File: config.mk
export PLATFORM = sky130hd
export DESIGN_NAME = move_sequencer
export DESIGN_NICKNAME = d
export VERILOG_FILES = /design/src/rtl/move_sequencer.sv
export SDC_FILE = /design/constraint.sdc
export NUM_CORES = 1
export LEC_CHECK = 0
export BUFFER_PORTS_ARGS = -buffer_cell sky130_fd_sc_hd__buf_2
export CORE_UTILIZATION = 35
export DETAILED_ROUTE_END_ITERATION = 7
export GPL_TIMING_DRIVEN = 1
export PLACE_DENSITY = 0.62
export SLEW_MARGIN = 10
export SYNTH_ARGS = -nofsm -noshare
export SYNTH_HDL_FRONTEND = slang
export SYNTH_SLANG_ARGS = --single-unit
File: constraint.sdc
create_clock -name clk -period 7.1 [get_ports clk]
set_input_delay 1.42 -clock clk [delete_from_list [all_inputs] [get_ports clk]]
set_output_delay 1.42 -clock clk [all_outputs]
set_load 0.01 [all_outputs]
File: src/rtl/move_sequencer.sv
// Move controller for the 4x4 node grid: launches a shift/merge wave, waits for the board
// to settle, spawns a new tile through the preset path, accumulates score and flags game over.
module move_sequencer #(
  parameter int          QUIET      = 4,
  parameter int          SETTLE_MAX = 64,
  parameter logic [15:0] SEED       = 16'hACE1
) (
  input  logic        clk,
  input  logic        rst,
  input  logic        move_req,
  input  logic [1:0]  move_dir,
  output logic        move_ack,
  input  logic [63:0] board,
  input  logic [15:0] node_score,
  input  logic [31:0] node_movable,
  output logic [3:0]  start_dir,
  output logic        preset,
  output logic [15:0] preset_sel,
  output logic [3:0]  preset_value,
  output logic [15:0] score,
  output logic        moved,
  output logic        busy,
  output logic        game_over,
  output logic [2:0]  dbg_state
);

  // Handshake: move_req is sampled only in IDLE (and only while game_over is low); acceptance
  // is answered by a one-cycle move_ack in the following cycle. Requests seen elsewhere are dropped.

  typedef enum logic [2:0] {
    S_INIT0  = 3'd0,
    S_INIT1  = 3'd1,
    S_IDLE   = 3'd2,
    S_START  = 3'd3,
    S_SETTLE = 3'd4,
    S_SPAWN  = 3'd5,
    S_POST   = 3'd6,
    S_CHECK  = 3'd7
  } state_t;

  localparam logic [6:0] QUIET_C  = 7'(QUIET);
  localparam logic [6:0] TMO_LAST = 7'(SETTLE_MAX - 1);

  state_t      state_q, state_d;
  logic [15:0] lfsr_q;
  logic [63:0] snap_q, prev_q;
  logic [6:0]  quiet_q, tmo_q;
  logic        scan_first_q;
  logic [3:0]  scan_cell_q, scan_cnt_q;
  logic        ret_init1_q, from_spawn_q;
  logic [15:0] score_q;
  logic        game_over_q;

  logic        ack_q, ack_d;
  logic [3:0]  start_dir_q, start_dir_d;
  logic        preset_q, preset_d;
  logic [15:0] preset_sel_q, preset_sel_d;
  logic [3:0]  preset_value_q, preset_value_d;
  logic        moved_q, moved_d;
  logic        busy_q, busy_d;

  function automatic logic [4:0] popcount16(input logic [15:0] v);
    logic [4:0] n;
    n = '0;
    for (int i = 0; i < 16; i++) n = n + {4'd0, v[i]};
    return n;
  endfunction

  logic        is_scan, cell_empty, scan_done, settle_exit, accept;
  logic [3:0]  probe_cell, probe_idx;
  logic [16:0] score_sum;

  // The first probe of a scan uses the live LFSR nibble as the start cell.
  assign is_scan     = (state_q == S_INIT0) || (state_q == S_INIT1) || (state_q == S_SPAWN);
  assign probe_cell  = scan_first_q ? lfsr_q[3:0] : scan_cell_q;
  assign probe_idx   = scan_first_q ? 4'd0 : scan_cnt_q;
  assign cell_empty  = (board[{probe_cell, 2'b00} +: 4] == 4'd0);
  assign scan_done   = is_scan && (cell_empty || (probe_idx == 4'd15));
  assign settle_exit = (quiet_q >= QUIET_C) || (tmo_q >= TMO_LAST);
  assign accept      = (state_q == S_IDLE) && move_req && !game_over_q;
  assign score_sum   = {1'b0, score_q} + {12'd0, popcount16(node_score)};

  always_ff @(posedge clk or posedge rst) begin
    if (rst) begin
      state_q        <= S_INIT0;
      lfsr_q         <= SEED;
      snap_q         <= '0;
      prev_q         <= '0;
      quiet_q        <= '0;
      tmo_q          <= '0;
      scan_first_q   <= 1'b1;
      scan_cell_q    <= '0;
      scan_cnt_q     <= '0;
      ret_init1_q    <= 1'b0;
      from_spawn_q   <= 1'b0;
      score_q        <= '0;
      game_over_q    <= 1'b0;
      ack_q          <= 1'b0;
      start_dir_q    <= '0;
      preset_q       <= 1'b0;
      preset_sel_q   <= '0;
      preset_value_q <= '0;
      moved_q        <= 1'b0;
      busy_q         <= 1'b0;
    end else begin
      state_q        <= state_d;
      lfsr_q         <= {1'b0, lfsr_q[15:1]} ^ (lfsr_q[0] ? 16'hB400 : 16'h0000);
      prev_q         <= board;
      scan_first_q   <= (state_d != state_q);
      scan_cell_q    <= probe_cell + 4'd1;
      scan_cnt_q     <= probe_idx + 4'd1;
      ack_q          <= ack_d;
      start_dir_q    <= start_dir_d;
      preset_q       <= preset_d;
      preset_sel_q   <= preset_sel_d;
      preset_value_q <= preset_value_d;
      moved_q        <= moved_d;
      busy_q         <= busy_d;
      if (accept) snap_q <= board;
      if (scan_done) begin
        ret_init1_q  <= (state_q == S_INIT0);
        from_spawn_q <= (state_q == S_SPAWN);
      end
      if (state_q == S_START) begin
        quiet_q <= '0;
        tmo_q   <= '0;
      end else if (state_q == S_SETTLE) begin
        quiet_q <= (board == prev_q) ? quiet_q + 7'd1 : 7'd0;
        tmo_q   <= tmo_q + 7'd1;
        score_q <= score_sum[16] ? 16'hFFFF : score_sum[15:0];
      end
      if (state_q == S_CHECK) game_over_q <= game_over_q | ~|node_movable;
    end
  end

  always_comb begin
    state_d = state_q;
    case (state_q)
      S_INIT0, S_INIT1, S_SPAWN: if (scan_done) state_d = S_POST;
      S_IDLE:   if (accept) state_d = S_START;
      S_START:  state_d = S_SETTLE;
      S_SETTLE: if (settle_exit) state_d = (board != snap_q) ? S_SPAWN : S_CHECK;
      S_POST:   state_d = ret_init1_q ? S_INIT1 : S_CHECK;
      S_CHECK:  state_d = S_IDLE;
      default:  state_d = S_INIT0;
    endcase
  end

  always_comb begin
    ack_d          = 1'b0;
    start_dir_d    = '0;
    preset_d       = 1'b0;
    preset_sel_d   = '0;
    preset_value_d = '0;
    moved_d        = 1'b0;
    busy_d         = (state_d != S_IDLE);
    if (accept) begin
      ack_d       = 1'b1;
      start_dir_d = 4'b0001 << move_dir;
    end
    if (is_scan && cell_empty) begin
      preset_d       = 1'b1;
      preset_sel_d   = 16'h0001 << probe_cell;
      preset_value_d = (lfsr_q[7:4] == 4'd0) ? 4'd2 : 4'd1;
    end
    // Only a CHECK reached through a move's spawn counts as a board-changing move.
    if ((state_q == S_POST) && (state_d == S_CHECK) && from_spawn_q) moved_d = 1'b1;
  end

  assign move_ack     = ack_q;
  assign start_dir    = start_dir_q;
  assign preset       = preset_q;
  assign preset_sel   = preset_sel_q;
  assign preset_value = preset_value_q;
  assign score        = score_q;
  assign moved        = moved_q;
  assign busy         = busy_q;
  assign game_over    = game_over_q;
  assign dbg_state    = state_q;

endmodule

== After elaboration in Yosys (flattened, before gate mapping) ==
Index checks and enable logic that the tools add are counted.

* Add/sub/neg operators: 20
* Magnitude comparators: 2
* Eq/ne operators: 13
* Shift operators: 3
* Multiplexer cells: 22
* Bitwise gates (word level): 3
* Reductions and logical operators: 19

{| class="wikitable"
|+ Operators by type and width
! kind !! count
|-
| 64-bit == test || 1
|-
| 64-bit inequality test || 1
|-
| 64-bit by 7-bit variable part select with 4-bit output || 1
|-
| 5-bit by 1-bit adder with 5-bit output || 11
|-
| 16-bit 2-to-1 mux || 3
|-
| 7-bit 2-to-1 mux || 5
|-
| 32-bit OR reduction || 1
|-
| 3-bit case mux with 6 select lines || 1
|-
| 16-bit by 5-bit adder with 17-bit output || 1
|-
| 1-bit by 4-bit << shifter with 16-bit output, first input constant || 1
|-
| 15-bit by 16-bit XOR with 16-bit output || 1
|-
| 3-bit == test, second input constant || 5
|-
| 7-bit by 1-bit adder with 7-bit output, second input constant || 2
|-
| 3-bit 2-to-1 mux || 4
|-
| 4-bit 2-to-1 mux || 3
|-
| 4-bit by 1-bit adder with 4-bit output, second input constant || 2
|-
| 4-bit zero test || 2
|-
| 7-bit by 3-bit >= comparator with 1-bit output, second input constant || 1
|-
| 7-bit by 6-bit >= comparator with 1-bit output, second input constant || 1
|-
| 3-bit by 2-bit == test with 1-bit output, second input constant || 2
|-
| 1-bit logical AND || 6
|-
| 2-bit 2-to-1 mux || 3
|-
| 4-bit by 1-bit adder with 5-bit output || 1
|-
| 3-bit by 1-bit adder with 4-bit output || 1
|-
| 16 further kinds || 22
|}

* Register bits after elaboration: 217
* Output and inout bits: 48

== Logic depth before layout (Yosys ltp) ==
Gate-level depths: netlist (run 1).

* Depth in word-level cells: 17
* Gate-level depth with buffers: 16
* Depth with buffers taken out: 16

== Least setup slack after synthesis (run 1) ==
OpenSTA, ideal clock, no wires.

* Kind: input-to-reg
* Start: input node_score[0]
* End: register score_q[2] (netlist: score[2])
* Setup time: 0.146 ns
* Arrival: 5.365 ns
* Data required time: 6.954 ns
* Setup slack: 1.589 ns
* Cell stages on the path: 15
* Path buffers: 1
* Cell sequence: fa_1 inv_1 fa_1 fa_1 fa_1 fa_1 inv_1 fa_1 a21o_1 a21oi_1 nor2b_1 o21ai_0 or3_1 clkbuf_1 o211ai_1

* Longest elaborated chain between the ends: 17

{| class="wikitable"
|+ Ends and longest elaborated chain
! what !! line !! text
|-
| start, declared || 14 || <nowiki>input logic [15:0] node_score,</nowiki>
|-
| 1-bit by 1-bit adder with 2-bit output || 65 || <nowiki>for (int i = 0; i < 16; i++) n = n + {4'd0, v[i]};</nowiki>
|-
| 2-bit by 1-bit adder with 3-bit output || 65 ||
|-
| 3-bit by 1-bit adder with 4-bit output || 65 ||
|-
| 4-bit by 1-bit adder with 5-bit output || 65 ||
|-
| 5-bit by 1-bit adder with 5-bit output (11 in a row) || 65 ||
|-
| 16-bit by 5-bit adder with 17-bit output || 81 || <nowiki>assign score_sum = {1'b0, score_q} + {12'd0, popcount16(node_score)};</nowiki>
|-
| 16-bit 2-to-1 mux || 130 || <nowiki>score_q <= score_sum[16] ? 16'hFFFF : score_sum[15:0];</nowiki>
|-
| end signal, assigned || 130 ||
|-
| end, declared || 51 || <nowiki>logic [15:0] score_q;</nowiki>
|}

Every way passes these cells.
A chain may end at the register's enable or synchronous reset.

== Final worst setup path (run 1) ==
Ends and elaborated chain as after synthesis.

==> summary.md, run 1 <==
| Metric | Value |
|---|---|
| Synthesized area | 9786 sq um |
| Slew Viols, Final | 0 |
| Fin cells | 1481 |
| Pwr dens | 356.1 nW/um^2 |
| Die height | 169.2 um |
| Post-route ant nets | 0 |
| Maxcap violations | 0 |
| Final count of hold timing violations | 0 |
| Final #Nets | 1238 |
| Post-CTS Setup Bufs | 0 |
| Setup Viol. Count Final | 0 |
| Final WL | 23.93 mm |
| Overflow after GRT | 0 |
| Hold crit path type | register to register |
| Synth Instances | between 900 and 1000 |
| Reg2reg end | score[2]$_DFFE_PP0P_ |
| PortBufs | about 160 |
| Cell taking the most area after synthesis | dfrtp_1 |
| Initial DRC Count | ~430 |
| Via count | roughly 7000 |
| TritonCTS Buffers | 24 |
| Setup crit start | node_score[0] |
| Hold-fix buffers at CTS | 0 |
| Starting Density | roughly 36% |
| Inst Count DP | between 1000 and 1500 |
| Met2 usage | 26.55% |
| Worst-margin pin slew | a little under 900 ps |
| GP Congestion | 0.8126 |
| Crit path capture type | register |
| Layout cells sized above 1 | around a fifth |
| Worst Setup Path Type | primary input to register |
| Tcrit/Tclk final | between 70% and 80% |
| Fin area | about 12000 sq um |
| Synthesis-stage register bit count | approximately 220 |
| CTS tree | done |
| Site row count | 60 |
| RSZ-0062 raised after global routing | no |
| Seq/Total Area, Yosys | a little under three fifths |
| Diodes inserted | 0 |
| Max FO, Critical Path | 13 |
| H-tree depth | 1 |
| Root Buffer | clkbuf_16 |
| Reg2reg path depth | 13 |
| Static Leak | about 5.8 nW |
| Area contributors post-synth | dfrtp_1 53%, xnor2_1 10%, nand2_1 8.7% |
| Die Wd | around 170 um |
| Residual DRC count | 0 |
| Routed vias/inst | roughly 4.7 |
| Worst EP required | approximately 7500 ps |
| Placement Cell Area | roughly 11000 sq um |
| Worst EP arrival | ~5700 ps |
| First-pass DRT Iterations | 5 |
| Max Freq | roughly 0.19 GHz |
| Hold wc startpoint | lfsr_q[9]$_DFF_PP0_ |
| I/O pin cnt | 165 |
| Global-route wire length before repair | ~38 mm |
| Initial antenna violation count | 1 |
| DP Wirelength | about 17 mm |
| Hold Crit Endpoint | lfsr_q[8]$_DFF_PP0_ |
| Async SR Flop Fraction | 100.0% |
| Met1 GRT Util | between 20 and 25% |
| Syn_area_per_cell | 10.60 sq um |
| Bufs on Longest Clock Path | 3 |
| Core area | ~27000 sq um |
| WHS Path Cells | 0 |
| Busiest grt layer | met2 |
| Skew final | about 9.8 ps |
| Nature of the critical path startpoint | primary input |
| Area Overhead vs Synth | 21.37% |
| Clk sink count | around 220 |
| Synth warnings | 0 |
| M3 GR Usage | between 2 and 3% |
| Post-synth top area share | about 53% |
| Most common cell after layout, fill and taps aside | nand2_1 |
| Max transition margin | 40.61% |
| Peak VDD IR | about 0.20 mV |
| GRT Util Overall | approximately 17% |
| Filler Cell Count | around 2600 |
| Synth cell types | 52 |
| Place WS | ~1200 ps |
| R2R Setup Slk | around 2900 ps |
| Min Hold Slack | between 300 and 400 ps |
| Commonest non-fill, non-tap cells in the layout | 228 x nand2_1, 206 x dfrtp_1, 162 x buf_2 |
| Routed length per instance | 16.16 um |
| Vias in the first global route | a little under 7000 |
| Clock insertion delay at the later pin of the skew report | a little over 500 ps |
| Post-synth EDFFs | 0 |
| Worst Slack Setup Final | roughly 1800 ps |
| Die Area | ~29000 sq um |
| Dominant synthesized flop cell | dfrtp_1 |
| Tmin final | 5333 ps |
| Origin of the critical flop-to-flop path | score[0]$_DFFE_PP0P_ |
| Status | completed |
| Post-CTS Resized | 0 |
| Largest net degree at the start of global routing | around 170 |
| CTS clock-pin slew for the worst setup and hold paths | about 60 ps |
| TNS Setup | 0 ps |
## Yosys cell counts (6+ instances only)
master,number
or3_1,6
dfrtp_1,206
xor2_1,34
nor2b_1,7
nand4_1,38
nand3_1,15
dfstp_2,9
nand2b_1,6
clkbuf_1,19
a21oi_1,14
fa_1,12
nor4_1,37
and3_1,11
xnor2_1,114
ha_1,18
nor2_1,30
o21ai_0,13
mux2i_1,14
nand2_1,228
inv_1,41
nor3_1,6
## cells by family (layout without fill, tap and decap cells)
kind of cell | count (synthesis) | count (layout) | synth area share (%)
AND/OR/NAND/NOR | 393 | 393 | 18.36
flip-flops | 215 | 215 | 55.10
XOR/XNOR | 148 | 148 | 13.25
buffers and inverters | 69 | 254 | 2.903
AO/OA/AOI/OAI | 46 | 46 | 3.069
adder cells (fa/ha/maj) | 30 | 30 | 4.756
multiplexers | 21 | 21 | 2.531
other | 1 | 2 | 0.03832
## flip-flops by register name, indices dropped and copies added (netlist names)
register	cells
scan_cnt_q	4
scan_first_q	1
moved	1
move_ack	1
tmo_q	7
preset_sel	16
ret_init1_q	1
preset	1
lfsr_q	16
game_over	1
prev_q	64
busy	1
from_spawn_q	1
quiet_q	7
start_dir	4
dbg_state	3
score	16
scan_cell_q	4
preset_value	2
snap_q	64
## how the worst max path moves through the flow
stage / end / slack (ps)
after floorplan: score[2]$_DFFE_PP0P_ / 1590
after global placement: score[0]$_DFFE_PP0P_ / 1300
after detailed placement: score[2]$_DFFE_PP0P_ / 1240
after CTS: score[2]$_DFFE_PP0P_ / 1770
after global routing: score[2]$_DFFE_PP0P_ / 1490
final: score[2]$_DFFE_PP0P_ / 1770
## power breakdown
group	total (mW)	internal (mW)	switching, mW
sequential	1.67	1.47	0.197
clock	1.35	0.861	0.494
combinational	1.21	0.521	0.688
total	4.23	2.85	1.38
## layout make-up
class | instances | area [sq um] | share of cell area (%)
tap | 372 | 465.4 | 3.919
clock inverter | 10 | 186.4 | 1.570
multi-input combinational | 640 | 4119 | 34.68
inverter | 44 | 171.4 | 1.443
sequential | 215 | 5391 | 45.40
timing repair buffer | 166 | 853.3 | 7.185
clock buffer | 34 | 689.4 | 5.805
## metal layers
layer	up-vias	routed length [um]	share of wire, %
met4	2	566	2.4
met3	35	1010	4.2
li1	3370	-	-
met5	-	13	0.054
met1	3412	11340	47
met2	135	11000	46
## critical path, cell delays in order
cell and delay (ps):
buf_2 110, fa_1 530, inv_1 50, fa_1 530, fa_1 440, fa_1 510, fa_1 180, inv_1 50
fa_1 400, a21o_1 200, a21oi_1 210, nor2b_1 90, o21ai_0 340, or3_1 460, o211ai_1 160
## through the flow
stage / power (mW) / utilization [%]
after floorplan: 2.549 / -
after global placement: 2.866 / 40.48
after detailed placement: 2.900 / 40.48
after CTS: 4.277 / 43.70
after global routing: 4.528 / 43.70
final: 4.229 / 43.70
Note: power is estimated with default switching activity, not from simulation.
==> run 2: changes to the inputs <==
ABC_AREA = 1   (was default)
PLACE_DENSITY = 0.6   (was 0.62)
clock period = 5.1 ns   (was 7.1 ns; I/O delays follow)
==> run 2 against run 1 <==
Power is 22% higher. Die area up 5.5%. Register-to-register slack worse by 1700 ps. Worst setup slack lost 1300 ps. Cell area increased by 5.2%.
==> summary.md, run 2 <==
| Metric | Value |
|---|---|
| Status | completed |
| Skew final | 22.00 ps |
| Async SR Flop Fraction | 100.0% |
| Area Overhead vs Synth | 20.91% |
| Seq/Total Area, Yosys | between 50% and 60% |
| GRT Util Overall | between 15 and 20% |
| Commonest cells in the netlist | 302 x nand2_1, 206 x dfrtp_1, 160 x inv_1, 97 x nor2_1, 77 x o21ai_0 |
| Starting Density | 35.81% |
| PnR Total Power | 5.172 mW |
| Synth warnings | 0 |
| Most common cell after layout, fill and taps aside | nand2_1 |
| Sequential cell area | ~5400 sq um |
| Commonest non-fill, non-tap cells in the layout | 302 x nand2_1, 206 x dfrtp_1, 162 x buf_2 |
| Cell taking the most area after synthesis | dfrtp_1 |
| Bufs on Longest Clock Path | 3 |
| Site row count | a little over 60 |
| Filler Cell Count | around 2800 |
| Vias in the first global route | 7826 |
| Initial DRC Count | between 500 and 600 |
| Maxcap violations | 0 |
| Worst EP required | 5540 ps |
| PortBufs | 162 |
| Reg power frac | between 30 and 40% |
| M3 GR Usage | 2.785% |
| Post-route ant nets | 0 |
| Met2 usage | between 20% and 30% |
| Placement Cell Area | between 10000 and 15000 sq um |
| Cell Int Power | roughly 3.5 mW |
| Hold crit path type | register to register |
| Clock Power Share | a little under two fifths |
| Net Switching | about 1.7 mW |
| Busiest grt layer | met2 |
| Global-route wire length before repair | about 40 mm |
| First-pass DRT Iterations | 5 |
| Worst Setup Path Type | primary input to register |
| Root Buffer | clkbuf_16 |
| Peak VDD IR | ~0.25 mV |
| Sw Share | 32.52% |
| GP Congestion | a little over 0.8 |
| Worst-margin pin slew | roughly 1000 ps |
| Area contributors post-synth | dfrtp_1 50%, nand2_1 11%, xnor2_1 6.1% |
| Place WS | -26.52 ps |
| Tcrit/Tclk final | 90.28% |
| Nature of the critical path startpoint | primary input |
| Layout cells sized above 1 | roughly a fifth |
| Initial antenna violation count | 2 |
| Overflow after GRT | 0 |
| Die Wd | between 150 and 200 um |
| Fin area | approximately 12000 sq um |
| CTS tree | done |
| Min Hold Slack | ~360 ps |
| Max transition margin | between 30% and 40% |
| DP Wirelength | between 15 and 20 mm |
| Pwr dens | 413.9 nW/um^2 |
| Clk sink count | approximately 220 |
| Most common cell in the netlist | nand2_1 |
| Max FO, Critical Path | 14 |
| Top Registers | prev_q x64, snap_q x64 |
| Worst Slack Setup Final | 495.7 ps |
| CTS clock-pin slew for the worst setup and hold paths | ~60 ps |
| Final WL | about 24 mm |
| Final count of hold timing violations | 0 |
| Worst EP arrival | between 5000 and 6000 ps |
| Crit path capture type | register |
| Static Leak | 6.185 nW |
| Routed length per instance | between 10 and 15 um |
| Synthesis-stage register bit count | ~220 |
| Post-synth EDFFs | 0 |
| Met1 GRT Util | approximately 23% |
| Die height | 173.8 um |
| Via count | roughly 8000 |
| H-tree depth | 1 |
| Residual DRC count | 0 |
| Routed vias/inst | between 4 and 5 |
| Post-CTS Setup Bufs | 0 |
| Hold-fix buffers at CTS | 0 |
| Clock insertion delay at the later pin of the skew report | roughly 540 ps |
| TritonCTS Buffers | 26 |
| Synth Instances | 1169 |
| Dominant synthesized flop cell | dfrtp_1 |
| I/O pin cnt | around 170 |
| Area of the multi-input gates | roughly 4200 sq um |
| Die Area | approximately 30000 sq um |
| Syn_area_per_cell | between 8 and 9 sq um |
| Final #Nets | roughly 1500 |
| Tmin final | 4604 ps |
| Max Freq | roughly 0.22 GHz |
| Slew Viols, Final | 0 |
| Combinational share of power | between 20 and 30% |
| Post-synth top area share | between 40% and 50% |
| Synthesized area | around 10000 sq um |
| Setup Viol. Count Final | 0 |
| Core area | between 20000 and 30000 sq um |
| Synth cell types | 45 |
| Post-CTS Resized | 0 |
| RSZ-0062 raised after global routing | no |
| Largest net degree at the start of global routing | about 140 |
-- run 2: worst paths after layout --
path	startpoint	endpoint	slack, ps	depth (start not counted)
setup / recovery	node_score[0]	score[3]$_DFFE_PP0P_	500	19
hold / removal	lfsr_q[9]$_DFF_PP0_	lfsr_q[8]$_DFF_PP0_	360	0
setup reg to reg	score[0]$_DFFE_PP0P_	score[3]$_DFFE_PP0P_	1190	17
hold reg to reg	lfsr_q[9]$_DFF_PP0_	lfsr_q[8]$_DFF_PP0_	360	0
max in group asynchronous	rst	quiet_q[5]$_DFFE_PP0P_	3380	3
min in group asynchronous	rst	start_dir[2]$_DFF_PP0_	590	2
-- run 2: metal layers --
metal | vias to the layer above | wire [um]
met3 | 34 | 1285
met1 | 3789 | 11130
met4 | 0 | 557
met2 | 188 | 11510
met5 | - | 0
li1 | 4000 | -
-- run 2: layout make-up --
cell class                 instances  area share [%]
sequential                       215           43.15
multi-input combinational        766           33.74
timing repair buffer             165           6.769
clock buffer                      30           5.487
inverter                         169           5.147
tap                              384           3.845
clock inverter                    18           1.842
antenna                            1         0.02003
-- run 2: power groups by stage --
stage | Combinational [mW] | Clock (mW) | Sequential [mW]
final | 1.30 | 1.93 | 1.95
after global routing | 1.50 | 2.05 | 1.96
after CTS | 1.33 | 1.98 | 1.95
after detailed placement | 1.32 | 0 | 1.97
after global placement | 1.29 | 0 | 1.97
after floorplan | 0.900 | 0 | 1.98
-- run 2: metrics by stage --
stage	instances	utilization (%)	setup TNS (ps)
after CTS	1747	43.29	0
after detailed placement	1699	40.12	-148.1
after global routing	1748	43.30	0
after global placement	1699	40.12	0
after floorplan	1170	-	0
final	1748	43.30	0
-- run 2: logic make-up (layout without fill, tap and decap cells) --
group           count (synthesis)  count (layout)  synth area share (%)
fa+ha+maj                      30              30                 4.504
other cells                     1               3               0.03628
buf+inv                       189             382                 7.191
compound gates                110             110                 5.896
flops                         215             215                 52.17
simple gates                  535             535                 22.66
xor+xnor                       89              89                 7.542
-- run 2: worst max-delay path, cell delays in order --
cell	delay (ps)
buf_2	110
fa_1	540
inv_1	60
fa_1	470
fa_1	540
fa_1	430
fa_1	370
inv_1	90
fa_1	220
nand3_1	90
nand3_1	100
nand2_1	80
nand2_1	80
nand2_1	60
nor2_2	120
nand3_1	130
nor2_2	190
nand2_2	220
o211ai_1	140
==> run 3: changes to the inputs <==
CORE_MARGIN = 2   (was default)
==> run 3 against run 2 <==
Register-to-register slack improved by 70 ps. Sequential share of layout area rose by 0.24 points. Global-route usage fell by 0.29 points. Die area rose by 2.3%. Worst setup slack improved by 63 ps. Maximum frequency rose by 1.4%. Cell area fell by 0.55%. Flip-flop and latch count did not move. Critical path type unchanged. Critical endpoint unchanged. Largest cell class unchanged. Highest routed layer unchanged.
==> summary.md, run 3 (synthesis gave the netlist of run 2 again) <==
| Metric | Value |
|---|---|
| Status | completed |
| Post-CTS Resized | 0 |
| Layout cells sized above 1 | a little under a fifth |
| Tmin final | roughly 4500 ps |
| GP Congestion | between 0.7 and 0.8 |
| TritonCTS Buffers | 25 |
| GRT Util Overall | 16.28% |
| Worst-margin pin slew | between 1000 and 1500 ps |
| Nature of the critical path startpoint | primary input |
| Routed vias/inst | 4.572 |
| Clk sink count | about 220 |
| CTS clock-pin slew for the worst setup and hold paths | 60 ps |
| Clock insertion delay at the later pin of the skew report | 540 ps |
| Die height | approximately 180 um |
| Max FO, Critical Path | 14 |
| Starting Density | 35.81% |
| Cell Int Power | 3.399 mW |
| Residual DRC count | 0 |
| Area Overhead vs Synth | 20.24% |
| Fin util | 43.06% |
| Largest net degree at the start of global routing | 143 |
| Peak VDD IR | around 0.24 mV |
| Slew Viols, Final | 0 |
| Initial DRC Count | approximately 460 |
| Tcrit/Tclk final | between 80% and 90% |
| Overflow after GRT | 0 |
| I/O pin cnt | 165 |
| Hold crit path type | register to register |
| Sw Share | 32.62% |
| Routed length per instance | 14.05 um |
| Filler Cell Count | ~2900 |
| Final count of hold timing violations | 0 |
| Post-CTS Setup Bufs | 0 |
| Setup crit start | node_score[0] |
| Worst EP arrival | roughly 5000 ps |
| Pwr dens | approximately 410 nW/um^2 |
| Crit path capture type | register |
| Final WL | ~25 mm |
| RSZ-0062 raised after global routing | no |
| Setup Viol. Count Final | 0 |
| PortBufs | around 160 |
| H-tree depth | 1 |
| Site row count | a little over 60 |
| Reg power frac | 38.6% |
| Net Switching | between 1.5 and 2 mW |
| Core area | between 20000 and 30000 sq um |
| Hold-fix buffers at CTS | 0 |
| Place WS | -34.27 ps |
| Global-route wire length before repair | approximately 40 mm |
| CTS tree | done |
| Bufs on Longest Clock Path | 3 |
| Most common cell after layout, fill and taps aside | nand2_1 |
| Worst Setup Path Type | primary input to register |
| Root Buffer | clkbuf_16 |
| R2R Setup Slk | around 1300 ps |
| Clock Power Share | approximately 36% |
| Top Registers | prev_q x64, snap_q x64 |
| Max Freq | approximately 0.22 GHz |
| DP Wirelength | approximately 18 mm |
| Worst Slack Setup Final | ~560 ps |
| Maxcap violations | 0 |
| Initial antenna violation count | 2 |
| Worst EP required | approximately 5500 ps |
| Combinational share of power | between 20% and 30% |
| Die Wd | around 180 um |
| Final #Nets | about 1500 |
| Commonest non-fill, non-tap cells in the layout | 302 x nand2_1, 206 x dfrtp_1, 162 x buf_2 |
| Static Leak | 6.154 nW |
| Vias in the first global route | ~7800 |
| Hold wc startpoint | lfsr_q[8]$_DFF_PP0_ |
| Post-route ant nets | 0 |
| Die Area | a little over 30000 sq um |
| Via count | 7979 |
| Max transition margin | between 30% and 40% |
| First-pass DRT Iterations | 5 |
| Origin of the critical flop-to-flop path | score[0]$_DFFE_PP0P_ |
| Skew final | 23.20 ps |
==> run 3: worst max-delay path: stages <==
cell	delay [ps]
buf_2	110
fa_1	530
inv_1	50
fa_1	470
fa_1	540
fa_1	430
fa_1	360
inv_1	90
fa_1	210
nand3_1	80
nand3_1	100
nand2_1	80
nand2_1	80
nand2_1	60
nor2_2	110
nand3_1	120
nor2_2	180
nand2_2	210
o211ai_1	150
==> run 3: metal layers <==
metal	global-route usage [%]	up-vias	wire, um
li1	-	3997	-
met1	22.43	3770	11350
met2	27.20	169	11520
met3	2.424	43	1134
met4	3.616	0	516
met5	0	-	0
==> run 3: worst paths after layout <==
kind	to	cells past startpoint
max	score[3]$_DFFE_PP0P_	19
min	lfsr_q[7]$_DFF_PP1_	0
max reg2reg	score[3]$_DFFE_PP0P_	17
min reg2reg	lfsr_q[7]$_DFF_PP1_	0
max in group asynchronous	prev_q[52]$_DFF_PP0_	3
min in group asynchronous	score[11]$_DFFE_PP0P_	3
==> run 3: power groups by stage <==
stage | Sequential, mW | Combinational [mW] | Clock, mW
2_1_floorplan | 1.98 | 0.900 | 0
3_3_place_gp | 1.97 | 1.29 | 0
3_5_place_dp | 1.97 | 1.31 | 0
4_1_cts | 1.95 | 1.32 | 1.87
5_1_grt | 1.96 | 1.51 | 1.94
6_report | 1.95 | 1.28 | 1.82
==> run 3: cell type report <==
| class | count | area, sq um | area share (%) |
|---|---|---|---|
| Sequential cell | 215 | 5391 | 43.39 |
| Multi-Input combinational cell | 766 | 4217 | 33.93 |
| Timing Repair Buffer | 165 | 845.8 | 6.806 |
| Clock buffer | 32 | 711.9 | 5.729 |
| Inverter | 169 | 643.1 | 5.175 |
| Tap cell | 384 | 480.5 | 3.866 |
| Clock inverter | 12 | 132.6 | 1.067 |
| Antenna cell | 2 | 5.005 | 0.04027 |
==> run 3: metrics by stage <==
stage | instance area, sq um | total power [mW] | hold WS, ps | cells | setup TNS, ps
6_report | 12430 | 5.044 | 352.8 | 1745 | 0
4_1_cts | 12420 | 5.132 | 353.6 | 1743 | 0
3_5_place_dp | 11580 | 3.283 | 339.0 | 1699 | -163.8
3_3_place_gp | 11580 | 3.265 | 336.9 | 1699 | 0
2_1_floorplan | 10340 | 2.881 | 331.2 | 1170 | 0
5_1_grt | 12420 | 5.401 | 360.1 | 1744 | 0
